### src/rtl/coin_dispense_sequencer_pkg.sv
// Shared types and constants for the coin dispense sequencer.
package coin_dispense_sequencer_pkg;

    typedef enum logic [2:0] {
        ST_IDLE,
        ST_PUSH_ACK,
        ST_PUSH_WAIT,
        ST_RET_ACK,
        ST_RET_WAIT,
        ST_GAP,
        ST_FINISH,
        ST_FAULT
    } state_e;

    // servo_ctrl[0] encoding
    localparam logic SERVO_BACK  = 1'b1;
    localparam logic SERVO_FRONT = 1'b0;

    function automatic int unsigned max3(input int unsigned a,
                                         input int unsigned b,
                                         input int unsigned c);
        int unsigned m;
        m = (a > b) ? a : b;
        return (m > c) ? m : c;
    endfunction

endpackage

### src/rtl/coin_dispense_sequencer_sync2.sv
// Two-flop synchronizer for a single asynchronous flag.
module sync2 #(
    parameter logic RST_VAL = 1'b1
) (
    input  logic clk,
    input  logic clr_n,
    input  logic d_i,
    output logic q_o
);

    logic meta_q;
    logic sync_q;

    // Two register stages; both preset to RST_VAL while in reset.
    always_ff @(posedge clk or negedge clr_n) begin
        if (!clr_n) begin
            meta_q <= RST_VAL;
            sync_q <= RST_VAL;
        end else begin
            meta_q <= d_i;
            sync_q <= meta_q;
        end
    end

    assign q_o = sync_q;

endmodule

### src/rtl/coin_dispense_sequencer.sv
// Coin dispenser: drives a servo back/front once per coin, with handshake
// timeouts on the servo done flags and a fixed idle gap between coins.
module coin_dispense_sequencer
    import coin_dispense_sequencer_pkg::*;
#(
    parameter int unsigned CNT_W       = 8,
    parameter int unsigned ACK_CYCLES  = 1000,
    parameter int unsigned MOVE_CYCLES = 40_000_000,
    parameter int unsigned GAP_CYCLES  = 5_000_000
) (
    input  logic             clk,
    input  logic             clr_n,
    input  logic             start,
    input  logic [CNT_W-1:0] coin_count,
    input  logic             servo_back_done,
    input  logic             servo_front_done,
    output logic [31:0]      servo_ctrl,
    output logic             busy,
    output logic             done,
    output logic             error,
    output logic [CNT_W-1:0] coins_dispensed
);

    localparam int unsigned TMR_MAX = max3(ACK_CYCLES, MOVE_CYCLES, GAP_CYCLES);
    localparam int unsigned TMR_W   = $clog2(TMR_MAX + 1);

    localparam logic [TMR_W-1:0] ACK_LAST  = TMR_W'(ACK_CYCLES - 1);
    localparam logic [TMR_W-1:0] MOVE_LAST = TMR_W'(MOVE_CYCLES - 1);
    localparam logic [TMR_W-1:0] GAP_LAST  = TMR_W'(GAP_CYCLES - 1);

    state_e           state_q;
    logic [TMR_W-1:0] tmr_q;
    logic [CNT_W-1:0] target_q;
    logic [CNT_W-1:0] cnt_q;
    logic [CNT_W-1:0] cnt_d;
    logic             servo_q;
    logic             busy_q;
    logic             done_q;
    logic             error_q;
    logic             back_s;
    logic             front_s;
    logic             tmo_hit;

    sync2 #(.RST_VAL(1'b1)) u_sync_back (
        .clk   (clk),
        .clr_n (clr_n),
        .d_i   (servo_back_done),
        .q_o   (back_s)
    );

    sync2 #(.RST_VAL(1'b1)) u_sync_front (
        .clk   (clk),
        .clr_n (clr_n),
        .d_i   (servo_front_done),
        .q_o   (front_s)
    );

    // cnt_q < target_q whenever this is used, so the increment cannot wrap.
    assign cnt_d = cnt_q + 1'b1;

    // Timer reached the limit for the current state's wait.
    always_comb begin
        tmo_hit = 1'b0;
        case (state_q)
            ST_PUSH_ACK, ST_RET_ACK:   tmo_hit = (tmr_q == ACK_LAST);
            ST_PUSH_WAIT, ST_RET_WAIT: tmo_hit = (tmr_q == MOVE_LAST);
            ST_GAP:                    tmo_hit = (tmr_q == GAP_LAST);
            default:                   tmo_hit = 1'b0;
        endcase
    end

    // Sequencer FSM; outputs are registered alongside each state transition.
    always_ff @(posedge clk or negedge clr_n) begin
        if (!clr_n) begin
            state_q  <= ST_IDLE;
            tmr_q    <= '0;
            target_q <= '0;
            cnt_q    <= '0;
            servo_q  <= SERVO_FRONT;
            busy_q   <= 1'b0;
            done_q   <= 1'b0;
            error_q  <= 1'b0;
        end else begin
            done_q <= 1'b0;
            case (state_q)
                ST_IDLE, ST_FAULT: begin
                    if (start) begin
                        tmr_q  <= '0;
                        busy_q <= 1'b1;
                        if (coin_count != '0) begin
                            target_q <= coin_count;
                            cnt_q    <= '0;
                            error_q  <= 1'b0;
                            servo_q  <= SERVO_BACK;
                            state_q  <= ST_PUSH_ACK;
                        end else begin
                            state_q <= ST_FINISH;
                        end
                    end
                end
                ST_PUSH_ACK: begin
                    if (!back_s) begin
                        state_q <= ST_PUSH_WAIT;
                        tmr_q   <= '0;
                    end else if (tmo_hit) begin
                        state_q <= ST_FAULT; tmr_q <= '0;
                        servo_q <= SERVO_FRONT; busy_q <= 1'b0; error_q <= 1'b1;
                    end else begin
                        tmr_q <= tmr_q + 1'b1;
                    end
                end
                ST_PUSH_WAIT: begin
                    if (back_s) begin
                        state_q <= ST_RET_ACK;
                        tmr_q   <= '0;
                        servo_q <= SERVO_FRONT;
                    end else if (tmo_hit) begin
                        state_q <= ST_FAULT; tmr_q <= '0;
                        servo_q <= SERVO_FRONT; busy_q <= 1'b0; error_q <= 1'b1;
                    end else begin
                        tmr_q <= tmr_q + 1'b1;
                    end
                end
                ST_RET_ACK: begin
                    if (!front_s) begin
                        state_q <= ST_RET_WAIT;
                        tmr_q   <= '0;
                    end else if (tmo_hit) begin
                        state_q <= ST_FAULT; tmr_q <= '0;
                        busy_q  <= 1'b0; error_q <= 1'b1;
                    end else begin
                        tmr_q <= tmr_q + 1'b1;
                    end
                end
                ST_RET_WAIT: begin
                    if (front_s) begin
                        cnt_q   <= cnt_d;
                        tmr_q   <= '0;
                        state_q <= (cnt_d == target_q) ? ST_FINISH : ST_GAP;
                    end else if (tmo_hit) begin
                        state_q <= ST_FAULT; tmr_q <= '0;
                        busy_q  <= 1'b0; error_q <= 1'b1;
                    end else begin
                        tmr_q <= tmr_q + 1'b1;
                    end
                end
                ST_GAP: begin
                    if (tmo_hit) begin
                        state_q <= ST_PUSH_ACK;
                        tmr_q   <= '0;
                        servo_q <= SERVO_BACK;
                    end else begin
                        tmr_q <= tmr_q + 1'b1;
                    end
                end
                ST_FINISH: begin
                    done_q  <= 1'b1;
                    busy_q  <= 1'b0;
                    state_q <= ST_IDLE;
                end
                default: begin
                    state_q <= ST_IDLE;
                    tmr_q   <= '0;
                end
            endcase
        end
    end

    assign servo_ctrl      = {31'd0, servo_q};
    assign busy            = busy_q;
    assign done            = done_q;
    assign error           = error_q;
    assign coins_dispensed = cnt_q;

endmodule

### config.mk
export PLATFORM = sky130hd
export DESIGN_NAME = coin_dispense_sequencer
export DESIGN_NICKNAME = d
export VERILOG_FILES = /design/src/rtl/coin_dispense_sequencer_pkg.sv /design/src/rtl/coin_dispense_sequencer_sync2.sv /design/src/rtl/coin_dispense_sequencer.sv
export SDC_FILE = /design/constraint.sdc
export NUM_CORES = 1
export LEC_CHECK = 0
export ABC_AREA = 0
export BUFFER_PORTS_ARGS = -buffer_cell sky130_fd_sc_hd__buf_4
export CORE_ASPECT_RATIO = 2
export CORE_UTILIZATION = 40
export DETAILED_ROUTE_END_ITERATION = 6
export GPL_ROUTABILITY_DRIVEN = 0
export GPL_TIMING_DRIVEN = 0
export PLACE_DENSITY = 0.67
export REMOVE_ABC_BUFFERS = 1
export SYNTH_ARGS = -nofsm -noshare
export SYNTH_HDL_FRONTEND = slang
export SYNTH_SLANG_ARGS = --single-unit
### constraint.sdc
create_clock -name clk -period 4.2 [get_ports clk]
set_input_delay 0.63 -clock clk [delete_from_list [all_inputs] [get_ports clk]]
set_output_delay 0.63 -clock clk [all_outputs]
set_load 0.1 [all_outputs]
==> metrics.md <==
| Metric | Value |
|---|---|
| Worst Tran Pin Value | `1100 ps` |
| Pleak | `0.00166 µW` |
| Post-Syn Instances | `438` |
| Die H | `139 µm` |
| Number of vias per cell | `6.07` |
| Tcrit/Tclk final | `89.7%` |
| Worst-skew pair later-pin latency | `300 ps` |
| Global route total overflow | `0` |
| Power per cell area | `608 nW/µm²` |
| Routed Antenna Nets | `0` |
| Maxcap violations | `0` |
| Fin. max-slew vios | `0` |
| Max frequency | `266 MHz` |
| WS Path Type | `flop to flop` |
| Crit-path max FO | `36` |
| Min Tclk post-route | `3770 ps` |
| Final setup fails | `0` |
| Antenna Cells | `0` |
| TritonCTS clock tree | `yes` |
| Largest net degree at the start of global routing | `54` |
| Setup TNS Final | `0 ps` |
| First-pass GRT wire length | `15500 µm` |
| Yosys reg bits | `53` |
| Cell row count | `49` |
| Vias | `3283` |
| CTS clk-pin slew, worst paths | `80 ps` |
| Syn avg cell area | `8.61 µm²` |
| TritonCTS buffer count | `5` |
| Port Buf Inserts | `24` |
| # IOs | `56` |
| Initial antenna violation count | `0` |
| Crit-path cells | `nand2_1 -> a211oi_1 -> a21o_1 -> nand2_1 -> o41ai_1` |
| Number of global-route vias before repair | `3202` |
| Postcts setup bufs | `0` |
| Final Hold Viols | `0` |
| # resized after CTS | `0` |
| Clk buf depth | `2` |
| Htree depth | `2` |
| Startpoint Class | `flop` |
| Unique masters post-synth | `69` |
| Max transition margin | `26.4%` |
| Routed wire length | `9460 µm` |
| DRC errors left | `15` |
| Unrepaired setup endpoints after global routing | `false` |
| P&R area growth vs syn | `5.28%` |
| Share of layout cells above drive strength 1 | `14.1%` |
| HPWL after detailed placement | `6760 µm` |
| Core area | `9070 µm²` |
| Worst EP arrival | `3950 ps` |
| Post-synth design cell area | `3770 µm²` |
| HP Class | `flop to flop` |
| Die Wd | `70.6 µm` |
| Max VDD drop | `256 µV` |
| Clock sink count | `53` |
| GRT Util Overall | `19.9%` |
| EDFF count, synth | `0` |
| Root buffer cell | `clkbuf_16` |
| # hold bufs at CTS | `0` |
| Clock Skew | `10.7 ps` |
| Mean routed wirelength per cell | `17.5 µm` |
| Predominant post-synthesis flop cell | `dfrtp_1` |
| Die ar. | `9840 µm²` |
| Crit path setup slack, layout | `435 ps` |
| P_int | `1290 µW` |
| Starting Density | `41.5%` |
| First-pass DRT Iterations | `7` |
| Critical path required time | `4380 ps` |
| Seq pwr share | `34.1%` |
| Clk network pwr share | `22.6%` |
| Endpoint type of the worst setup path | `flop` |
| Combinational Power Share | `43.4%` |
| Synth Warn # | `0` |
| Status | `finished with violations` |
| Switching Fraction | `46.4%` |
| Net load switching power | `1120 µW` |
| Violated checks | `design-rule violations` |
| Sequential fraction of the synthesis area | `35.3%` |
| Post-synth ARST share | `100%` |
| CP most frequent cell | `nand2_1` |
| Slowest stage cell, crit path | `dfrtp_1` |
| Crit-path max cell delay | `960 ps` |
| Pre-CTS setup slack | `538 ps` |
| Fin nets | `453` |
| Initial DRC count | `286` |
## flip-flops by register name (all words and copies together), names as in the netlist
name	flops
done	1
busy	1
target_q	8
u_sync_back.q_o	1
error	1
servo_q	1
coins_dispensed	8
u_sync_front.meta_q	1
tmr_q	26
u_sync_back.meta_q	1
u_sync_front.q_o	1
state_q	3
## placed cells by master (no fill, tap or decap), types with 4 or more instances in the layout
cell | netlist | routed
dfstp_2 | 4 | 4
inv_1 | 11 | 11
xnor2_1 | 8 | 8
conb_1 | 1 | 31
nor2b_1 | 6 | 6
a22oi_1 | 8 | 8
nand4_1 | 17 | 17
nand2b_1 | 5 | 5
dfrtp_1 | 49 | 49
mux2_2 | 8 | 8
xor2_1 | 6 | 6
o21ai_0 | 23 | 23
o41ai_1 | 6 | 6
o211a_1 | 4 | 4
o211ai_1 | 5 | 5
a21oi_1 | 15 | 15
o31ai_1 | 4 | 4
nand3_1 | 30 | 30
and3_1 | 6 | 6
o311ai_0 | 5 | 5
buf_4 | 34 | 24
nor2_1 | 24 | 24
a31oi_1 | 13 | 13
nand2_1 | 44 | 44
clkbuf_16 | 0 | 5
nor4_1 | 5 | 5
nor3_1 | 12 | 12
## kinds of logic after synthesis
family	Yosys count	share of synthesized area, %
flops	53	35.3
mux	9	2.66
compound gates	111	20.6
buf+inv	73	12.5
xor+xnor	14	3.25
simple gates	175	24.9
fa+ha+maj	2	0.664
other cells	1	0.0995
## critical path, delay by kind of cell, from the launching register on
kind,cells,cell delay [ps]
compound gates,3,1730
flops,1,960
simple gates,2,940
## synthesized netlist by cell type, types with 6 or more instances
library cell	instances	area [µm²]
inv_1	11	41.3
nor2_1	24	90.1
and3_1	6	37.5
nand4_1	17	106
a22oi_1	8	60.1
o41ai_1	6	52.6
xor2_1	6	52.6
o21ai_0	23	115
a21oi_1	15	75.1
clkbuf_1	18	67.6
nor2b_1	6	37.5
mux2_2	8	90.1
xnor2_1	8	70.1
nor3_1	12	60.1
buf_4	34	255
nand2_1	44	165
clkbuf_8	6	82.6
dfrtp_1	49	1230
nand3_1	30	150
a31oi_1	13	81.3
## layer usage
metal	global-route usage (%)	vias to the layer above	wire length, µm
met1	19.4	1576	3430
met5	0	-	0
met3	2.46	32	352
li1	-	1562	-
met2	38.2	113	5240
met4	12.2	0	444
## layout make-up
cell class | count | area [µm²]
clock buffers | 5 | 125
inverters | 11 | 41.3
multi-input cells | 342 | 2080
fillers | 902 | 5100
well taps | 102 | 128
repair buffers | 25 | 195
flip-flops and latches | 53 | 1330
clock inverters | 3 | 68.8
## final timing paths
kind                                     startpoint                  to  slack, ps  cells past startpoint
max in group asynchronous                     clr_n            tmr_q[2]       3350                      1
min in group asynchronous                     clr_n  coins_dispensed[3]        370                      1
worst min register to register  u_sync_front.meta_q    u_sync_front.q_o        360                      0
worst min-delay path            u_sync_front.meta_q    u_sync_front.q_o        360                      0
worst max register to register           state_q[0]           tmr_q[22]        430                      5
worst max-delay path                     state_q[0]           tmr_q[22]        430                      5
## stage by stage
stage / cell area (µm²) / instances / utilization (%) / total power, µW / hold WS (ps)
2_1_floorplan: 3450 / 406 / - / 1580 / 334
3_3_place_gp: 3760 / 532 / 41.4 / 1840 / 348
3_5_place_dp: 3770 / 533 / 41.6 / 1860 / 347
4_1_cts: 3970 / 541 / 43.7 / 2410 / 357
5_1_grt: 3970 / 541 / 43.7 / 2560 / 364
6_report: 3970 / 541 / 43.7 / 2410 / 355
## power by group through the flow
stage	logic (µW)	clock network, µW	registers [µW]
after global placement	1010	0	821
after CTS	1040	559	816
after floorplan	715	0	867
final	1050	544	822
after global routing	1140	578	841
after detailed placement	1030	0	826
Power figures use the tool's default switching activity.
